===== src/rtl/shader_tri_sequencer.sv =====
// Avalon-MM triangle table that streams slots 0..COUNT-1 to the shader core
// over a 4-phase start/done handshake, with optional continuous loop mode.
module shader_tri_sequencer #(
    parameter int NUM_TRI = 4,
    parameter int COORD_W = 16,
    parameter int FRAME_W = 16
) (
    input  logic               clk,
    input  logic               reset,
    input  logic               chipselect,
    input  logic               write,
    input  logic               read,
    input  logic [7:0]         address,
    input  logic [15:0]        writedata,
    output logic [15:0]        readdata,
    output logic               irq,
    output logic               start,
    input  logic               done,
    output logic [4:0]         tri_idx,
    output logic [COORD_W-1:0] v1x,
    output logic [COORD_W-1:0] v1y,
    output logic [COORD_W-1:0] v2x,
    output logic [COORD_W-1:0] v2y,
    output logic [COORD_W-1:0] v3x,
    output logic [COORD_W-1:0] v3y
);

    localparam logic [7:0] ADDR_CTRL   = 8'hF0;
    localparam logic [7:0] ADDR_COUNT  = 8'hF1;
    localparam logic [7:0] ADDR_STATUS = 8'hF2;
    localparam logic [7:0] ADDR_FRAME  = 8'hF3;

    typedef enum logic [2:0] {
        S_IDLE,
        S_LOAD,
        S_REQ,
        S_ACK,
        S_NEXT
    } state_t;

    state_t               state, next_state;
    logic [COORD_W-1:0]   tri_tbl [NUM_TRI][6];
    logic [COORD_W-1:0]   vtx     [6];
    logic [COORD_W-1:0]   slot_vtx[6];
    logic [4:0]           idx, idx_d;
    logic [5:0]           idx_inc;
    logic [4:0]           count;
    logic                 irq_en, loop_en, done_sticky;
    logic [FRAME_W-1:0]   frame_cnt;
    logic                 wr_en, rd_en, go, busy;
    logic                 set_done, frame_inc, clr_done;
    logic [15:0]          rd_mux;

    assign wr_en    = chipselect & write;
    assign rd_en    = chipselect & read;
    assign go       = wr_en && (address == ADDR_CTRL) && writedata[0];
    assign clr_done = wr_en && (address == ADDR_STATUS) && writedata[1];
    assign busy     = (state != S_IDLE);
    assign idx_inc  = {1'b0, idx} + 6'd1;
    assign irq      = done_sticky & irq_en;

    assign v1x = vtx[0];
    assign v1y = vtx[1];
    assign v2x = vtx[2];
    assign v2y = vtx[3];
    assign v3x = vtx[4];
    assign v3y = vtx[5];

    // NOTE: every signal driven here gets a default first so no latch is inferred.
    always_comb begin
        next_state = state;
        idx_d      = idx;
        set_done   = 1'b0;
        frame_inc  = 1'b0;
        case (state)
            S_IDLE: begin
                if (go) begin
                    if (count != '0) begin
                        next_state = S_LOAD;
                        idx_d      = '0;
                    end else begin
                        set_done = 1'b1;
                    end
                end
            end
            S_LOAD: next_state = S_REQ;
            S_REQ:  if (done)  next_state = S_ACK;
            S_ACK:  if (!done) next_state = S_NEXT;
            S_NEXT: begin
                if (idx_inc < {1'b0, count}) begin
                    next_state = S_LOAD;
                    idx_d      = idx_inc[4:0];
                end else begin
                    set_done  = 1'b1;
                    frame_inc = 1'b1;
                    if (loop_en) begin
                        next_state = S_LOAD;
                        idx_d      = '0;
                    end else begin
                        next_state = S_IDLE;
                    end
                end
            end
            default: next_state = S_IDLE;
        endcase
    end

    // Slot selector; compares against each slot so idx never indexes past the table.
    always_comb begin
        for (int f = 0; f < 6; f++) slot_vtx[f] = '0;
        for (int t = 0; t < NUM_TRI; t++) begin
            if (idx == 5'(t)) begin
                for (int f = 0; f < 6; f++) slot_vtx[f] = tri_tbl[t][f];
            end
        end
    end

    always_comb begin
        rd_mux = '0;
        case (address)
            ADDR_CTRL:   rd_mux = {13'd0, loop_en, irq_en, 1'b0};
            ADDR_COUNT:  rd_mux = 16'(count);
            ADDR_STATUS: rd_mux = {14'd0, done_sticky, busy};
            ADDR_FRAME:  rd_mux = 16'(frame_cnt);
            default: begin
                for (int t = 0; t < NUM_TRI; t++) begin
                    for (int f = 0; f < 6; f++) begin
                        if (address == 8'(8 * t + f)) rd_mux = 16'(tri_tbl[t][f]);
                    end
                end
            end
        endcase
    end

    // NOTE: state and all registered outputs use non-blocking assignments only.
    always_ff @(posedge clk) begin
        if (reset) state <= S_IDLE;
        else       state <= next_state;
    end

    // start is registered from next_state so it rises together with the vertex snapshot.
    always_ff @(posedge clk) begin
        if (reset) begin
            idx     <= '0;
            start   <= 1'b0;
            tri_idx <= '0;
            for (int f = 0; f < 6; f++) vtx[f] <= '0;
        end else begin
            idx   <= idx_d;
            start <= (next_state == S_REQ);
            if (state == S_LOAD) begin
                tri_idx <= idx;
                for (int f = 0; f < 6; f++) vtx[f] <= slot_vtx[f];
            end
        end
    end

    // NOTE: the vertex table is reset deliberately; software relies on it reading back as zero.
    always_ff @(posedge clk) begin
        if (reset) begin
            for (int t = 0; t < NUM_TRI; t++) begin
                for (int f = 0; f < 6; f++) tri_tbl[t][f] <= '0;
            end
            irq_en      <= 1'b0;
            loop_en     <= 1'b0;
            count       <= '0;
            done_sticky <= 1'b0;
            frame_cnt   <= '0;
            readdata    <= '0;
        end else begin
            if (wr_en) begin
                case (address)
                    ADDR_CTRL: begin
                        irq_en  <= writedata[1];
                        loop_en <= writedata[2];
                    end
                    ADDR_COUNT: begin
                        if (writedata > 16'(NUM_TRI)) count <= 5'(NUM_TRI);
                        else                          count <= writedata[4:0];
                    end
                    default: begin
                        for (int t = 0; t < NUM_TRI; t++) begin
                            for (int f = 0; f < 6; f++) begin
                                if (address == 8'(8 * t + f))
                                    tri_tbl[t][f] <= writedata[COORD_W-1:0];
                            end
                        end
                    end
                endcase
            end
            // A set from the sequencer beats a simultaneous software clear.
            if (set_done)      done_sticky <= 1'b1;
            else if (clr_done) done_sticky <= 1'b0;
            if (frame_inc) frame_cnt <= frame_cnt + 1'b1;
            readdata <= rd_en ? rd_mux : '0;
        end
    end

endmodule


===== config.mk =====
export PLATFORM = sky130hd
export DESIGN_NAME = shader_tri_sequencer
export DESIGN_NICKNAME = d
export VERILOG_FILES = /design/src/rtl/shader_tri_sequencer.sv
export SDC_FILE = /design/constraint.sdc
export NUM_CORES = 1
export LEC_CHECK = 0
export CAP_MARGIN = 40
export CORE_UTILIZATION = 62
export CTS_CLUSTER_DIAMETER = 40
export DETAILED_ROUTE_END_ITERATION = 12
export DONT_BUFFER_PORTS = 1
export PLACE_DENSITY = 0.78
export SLEW_MARGIN = 5
export SYNTH_ARGS = -nofsm -noshare
export SYNTH_HDL_FRONTEND = slang
export SYNTH_SLANG_ARGS = --single-unit
export TNS_END_PERCENT = 30

===== constraint.sdc =====
create_clock -name clk -period 4.2 [get_ports clk]
set_input_delay 0.84 -clock clk [delete_from_list [all_inputs] [get_ports clk]]
set_output_delay 0.84 -clock clk [all_outputs]
set_load 0.02 [all_outputs]

### Yosys cells after proc, flatten, opt, wreduce, memory -nomap -nowiden

Memory sizes are Yosys's and may differ from the RTL's.
Cells that the tools add are included.

| cells by class | value |
|---|---|
| magnitude comparators | 2 |
| reduce and logical (&&, ||, !) cells | 16 |
| add/sub/neg operators | 2 |
| equal/unequal tests | 38 |
| bitwise operators | 34 |
| multiplexer cells | 204 |

Operators by type and width:

| cell | number |
|---|---|
| $mux 16 | 54 |
| $mux 96 | 4 |
| $mux 1 | 133 |
| $eq 8x5->1 const B | 12 |
| $pmux 16 s4 | 1 |
| $eq 8x4->1 const B | 6 |
| $eq 8x8->1 const B | 4 |
| $or 1x1->1 | 30 |
| $mux 5 | 5 |
| $add 16x1->16 const B | 1 |
| $eq 8x2->1 const B | 2 |
| $eq 8x3->1 const B | 2 |
| $gt 16x3->1 const B | 1 |
| $pmux 3 s5 | 1 |
| $mux 3 | 4 |
| $eq 5x2->1 const B | 2 |
| $pmux 5 s2 | 1 |
| $eq 3x2->1 const B | 3 |
| $eq 8x1->1 const B | 1 |
| $logic_not 8->1 | 1 |
| $add 5x1->6 const B | 1 |
| $lt 6x5->1 | 1 |
| $eq 5x1->1 const B | 1 |
| $logic_not 5->1 | 1 |
| 15 further kinds | 24 |

| word-level totals | value |
|---|---|
| register bits after elaboration | 54 |
| memories | 2 |
| input port bits | 30 |
| memory bits (writable) | 480 |
| output and inout bits | 119 |

Memory list:

| memory | words | width | read ports | clocked after Yosys merged registers in | write ports | RTL line | source |
|---|---|---|---|---|---|---|---|
| tri_tbl | 4 | 96 | 4 | 0 | 4 | 42 | `logic [COORD_W-1:0] tri_tbl [NUM_TRI][6];` |
| vtx | 6 | 16 | 6 | 0 | 6 | 43 | `logic [COORD_W-1:0] vtx [6];` |

### Depth between registers and ports, before layout

| depth | value |
|---|---|
| word-level depth | 26 |
| gate-level depth with buffers | 12 |
| gate-level depth less buffers | 10 |

### Least setup slack after synthesis

Ideal clock, no wire load.

| timing | value |
|---|---|
| kind | input port to flip-flop |
| from | input reset |
| to | memory vtx[0][0] (enable) |
| arrival | 3120 ps |
| setup slack | 631 ps |
| stages | 3 |
| data required time | 3751 ps |
| path through | clkbuf_1 nor2_1 inv_1 |

RTL lines:

| item | RTL line | source |
|---|---|---|
| from (decl) | 9 | `input logic reset,` |
| to (decl) | 43 |  |

==> flow_metrics.env <==
export IMPL_ys_top_cells_by_area="edfxtp_1, and2_1, dfxtp_1"
export IMPL_worst_setup_path_end_kind="flop"
export IMPL_postCtsHoldBufs=0
export IMPL_clk_path_buf_depth=3
export IMPL_syn_cell_area_mm2=0.0257
export IMPL_postCtsSetupBuffers=0
export IMPL_synth_top_area_frac=0.562
export IMPL_start_util=0.628
export IMPL_critPathArrivalTime_ns=3.77
export IMPL_power_density_mw_per_mm2=458
export IMPL_syn_instance_count=2248
export IMPL_critPathMaxFanout=58
export IMPL_grtUsageTotal=0.500
export IMPL_dieArea_mm2=0.0422
export IMPL_die_h_um=205
export IMPL_final_cells=2812
export IMPL_setup_violations=0
export IMPL_tightest_slew_ns=1.23
export IMPL_die_width_um=205
export IMPL_skew_ns=0.0276
export IMPL_syn_nets=2287
export IMPL_layout_common_cells="edfxtp_1, nor2_1, and2_1, a21oi_1, nor3_1"
export IMPL_rsz0062_at_grt="no"
export IMPL_hpwl_um=71500
export IMPL_syn_mean_instance_area_um2=11.4
export IMPL_outcome="complete, no violations"
export IMPL_rows=74
export IMPL_layout_setup_ws_ns=0.880
export IMPL_grt_pass1_wl_um=146000
export IMPL_power_leakage_uw=0.00995
export IMPL_io_pins=149
export IMPL_grt_overflow=0
export IMPL_clk_latency_ns=0.61
export IMPL_fin_nets=2260
export IMPL_relSlewSlack=0.180
export IMPL_slowest_delay_ns=0.62
export IMPL_io_buffers=0
export IMPL_place_gp_congestion=1.07
export IMPL_place_ws_ns=0.655
export IMPL_drt_iter0_markers=3784
export IMPL_finalSetupTns_ns=0
export IMPL_min_period_over_period=0.790
export IMPL_vias=21468
export IMPL_layout_commonest_cell="edfxtp_1"
export IMPL_worstSetupPathType="reg2reg"
export IMPL_synth_distinct_cells=85
export IMPL_drc=0
export IMPL_synth_edff_count=480
export IMPL_area_growth_pct=11.6
export IMPL_postSynth_topFlopCell="edfxtp_1"
export IMPL_wl_per_cell_um=37.4
export IMPL_startpoint_type="flop"
export IMPL_crit_top_cell="nor3_1"
export IMPL_grt_max_degree=137
export IMPL_hold_viol=0
export IMPL_crit_slowest_cell="nor3_1"
export IMPL_cts_tree="done"
export IMPL_slew_viol_final=0
export IMPL_drive_above_1_share=0.122
export IMPL_via_per_inst=7.63
export IMPL_ant_nets=0
export IMPL_wl_um=105000
export IMPL_fin_util=0.701
export IMPL_yosys_warnings=0
export IMPL_async_flop_share=0
export IMPL_fillers=2879
export IMPL_cts_buffers_inserted=73
export IMPL_first_global_vias=20005
export IMPL_ys_seq_area_frac=0.604
export IMPL_synth_largest_area_cell="edfxtp_1"
export IMPL_h_tree_depth=3
export IMPL_ir_drop_mv=0.432
export IMPL_cap_violations=0
export IMPL_core_mm2=0.0408
export IMPL_root_buffer="clkbuf_16"
export IMPL_period_needed_ns=3.32
export IMPL_crit_chain="nor3_1 -> and3b_4 -> buf_12 -> a221oi_1 -> nor3_1 -> buf_2 -> a21oi_1 -> nor2_1"
export IMPL_path_clk_slew_ns=0.06
export IMPL_max_freq_mhz=301
export IMPL_antenna_found_initial=1
export IMPL_post_cts_resized=0
export IMPL_hp_class="in2reg"
export IMPL_clock_sinks=534
export IMPL_ys_seq_elements=534
export IMPL_insertedDiodeCount=0
export IMPL_drtPass1Iterations=7
export IMPL_dpl_cell_count=2674
export IMPL_required_ns=4.65
## cell type report
type                       count  area, µm²  share of cell area
clock buffer                  93       2010              0.0701
clock inverter                41        392              0.0137
inverter                      20       77.6             0.00271
multi-input combinational   1506       9300               0.325
sequential                   534      15500               0.541
tap                          532        666              0.0232
timing repair buffer          86        702              0.0245
## per-stage QoR
stage	area, µm²	power, µW	hold WS [ns]
floorplan	25700	6700	0.464
global placement	26200	7010	0.493
detailed placement	26200	7020	0.500
CTS	28600	13000	0.318
global route	28600	13300	0.344
finish	28600	13100	0.355
## cell usage after synthesis, types with 28 or more instances
master	number
edfxtp_1	480
nor2_1	270
and2_1	214
a21oi_1	201
nor3_1	123
clkbuf_1	110
a221oi_1	105
o21ai_0	82
nand2_1	80
dfxtp_1	54
buf_2	44
mux2i_1	40
o22ai_1	37
nand3_1	28
## registers in the layout, indices dropped and copies added (netlist names)
signal	flops
count	5
tri_tbl	384
irq_en	1
tri_idx	5
done_sticky	1
loop_en	1
frame_cnt	16
vtx	96
start	1
idx	5
readdata	16
state	3
## worst max-delay path: cells and delay by family (launching register included)
kind	cells	cell delay, ns
buffers and inverters	2	0.64
DFF	1	0.39
and+or+nand+nor	4	1.81
AOI/OAI and AO/OA	2	0.27
## final timing paths
kind	startpoint	endpoint	slack [ns]	depth (start not counted)
worst max-delay path	idx[2]	vtx[3][7]	0.88	8
worst min-delay path	reset	state[2]	0.36	1
worst max register to register	idx[2]	vtx[3][7]	0.88	8
worst min register to register	done_sticky	done_sticky	0.51	2
## report_power, final
part	switching, µW	leakage [µW]	internal (µW)
sequential	236	0.00507	6020
combinational	517	0.00373	222
clock	2450	0.00115	3680
total	3200	0.00995	9920
## layer usage
layer / track usage / wire length (µm) / up-vias
met2: 0.747 / 45600 / 2110
met4: 0.372 / 10000 / 0
met5: 0 / 0 / -
met1: 0.620 / 34700 / 10368
li1: - / - / 8471
met3: 0.145 / 14900 / 519
## cell families (layout without fill, tap and decap cells)
kind of cell               after synthesis  count (layout)  share of synthesized area
buffers and inverters                  208             240                     0.0352
xor gates and xnor gates                11              11                    0.00376
DFF                                    534             534                      0.604
and+or+nand+nor                        825             825                      0.165
AOI/OAI and AO/OA                      587             587                      0.151
muxes                                   74              74                     0.0371
adders and majority gates                9               9                    0.00439
No activity file was read; power rests on OpenSTA's default activity.
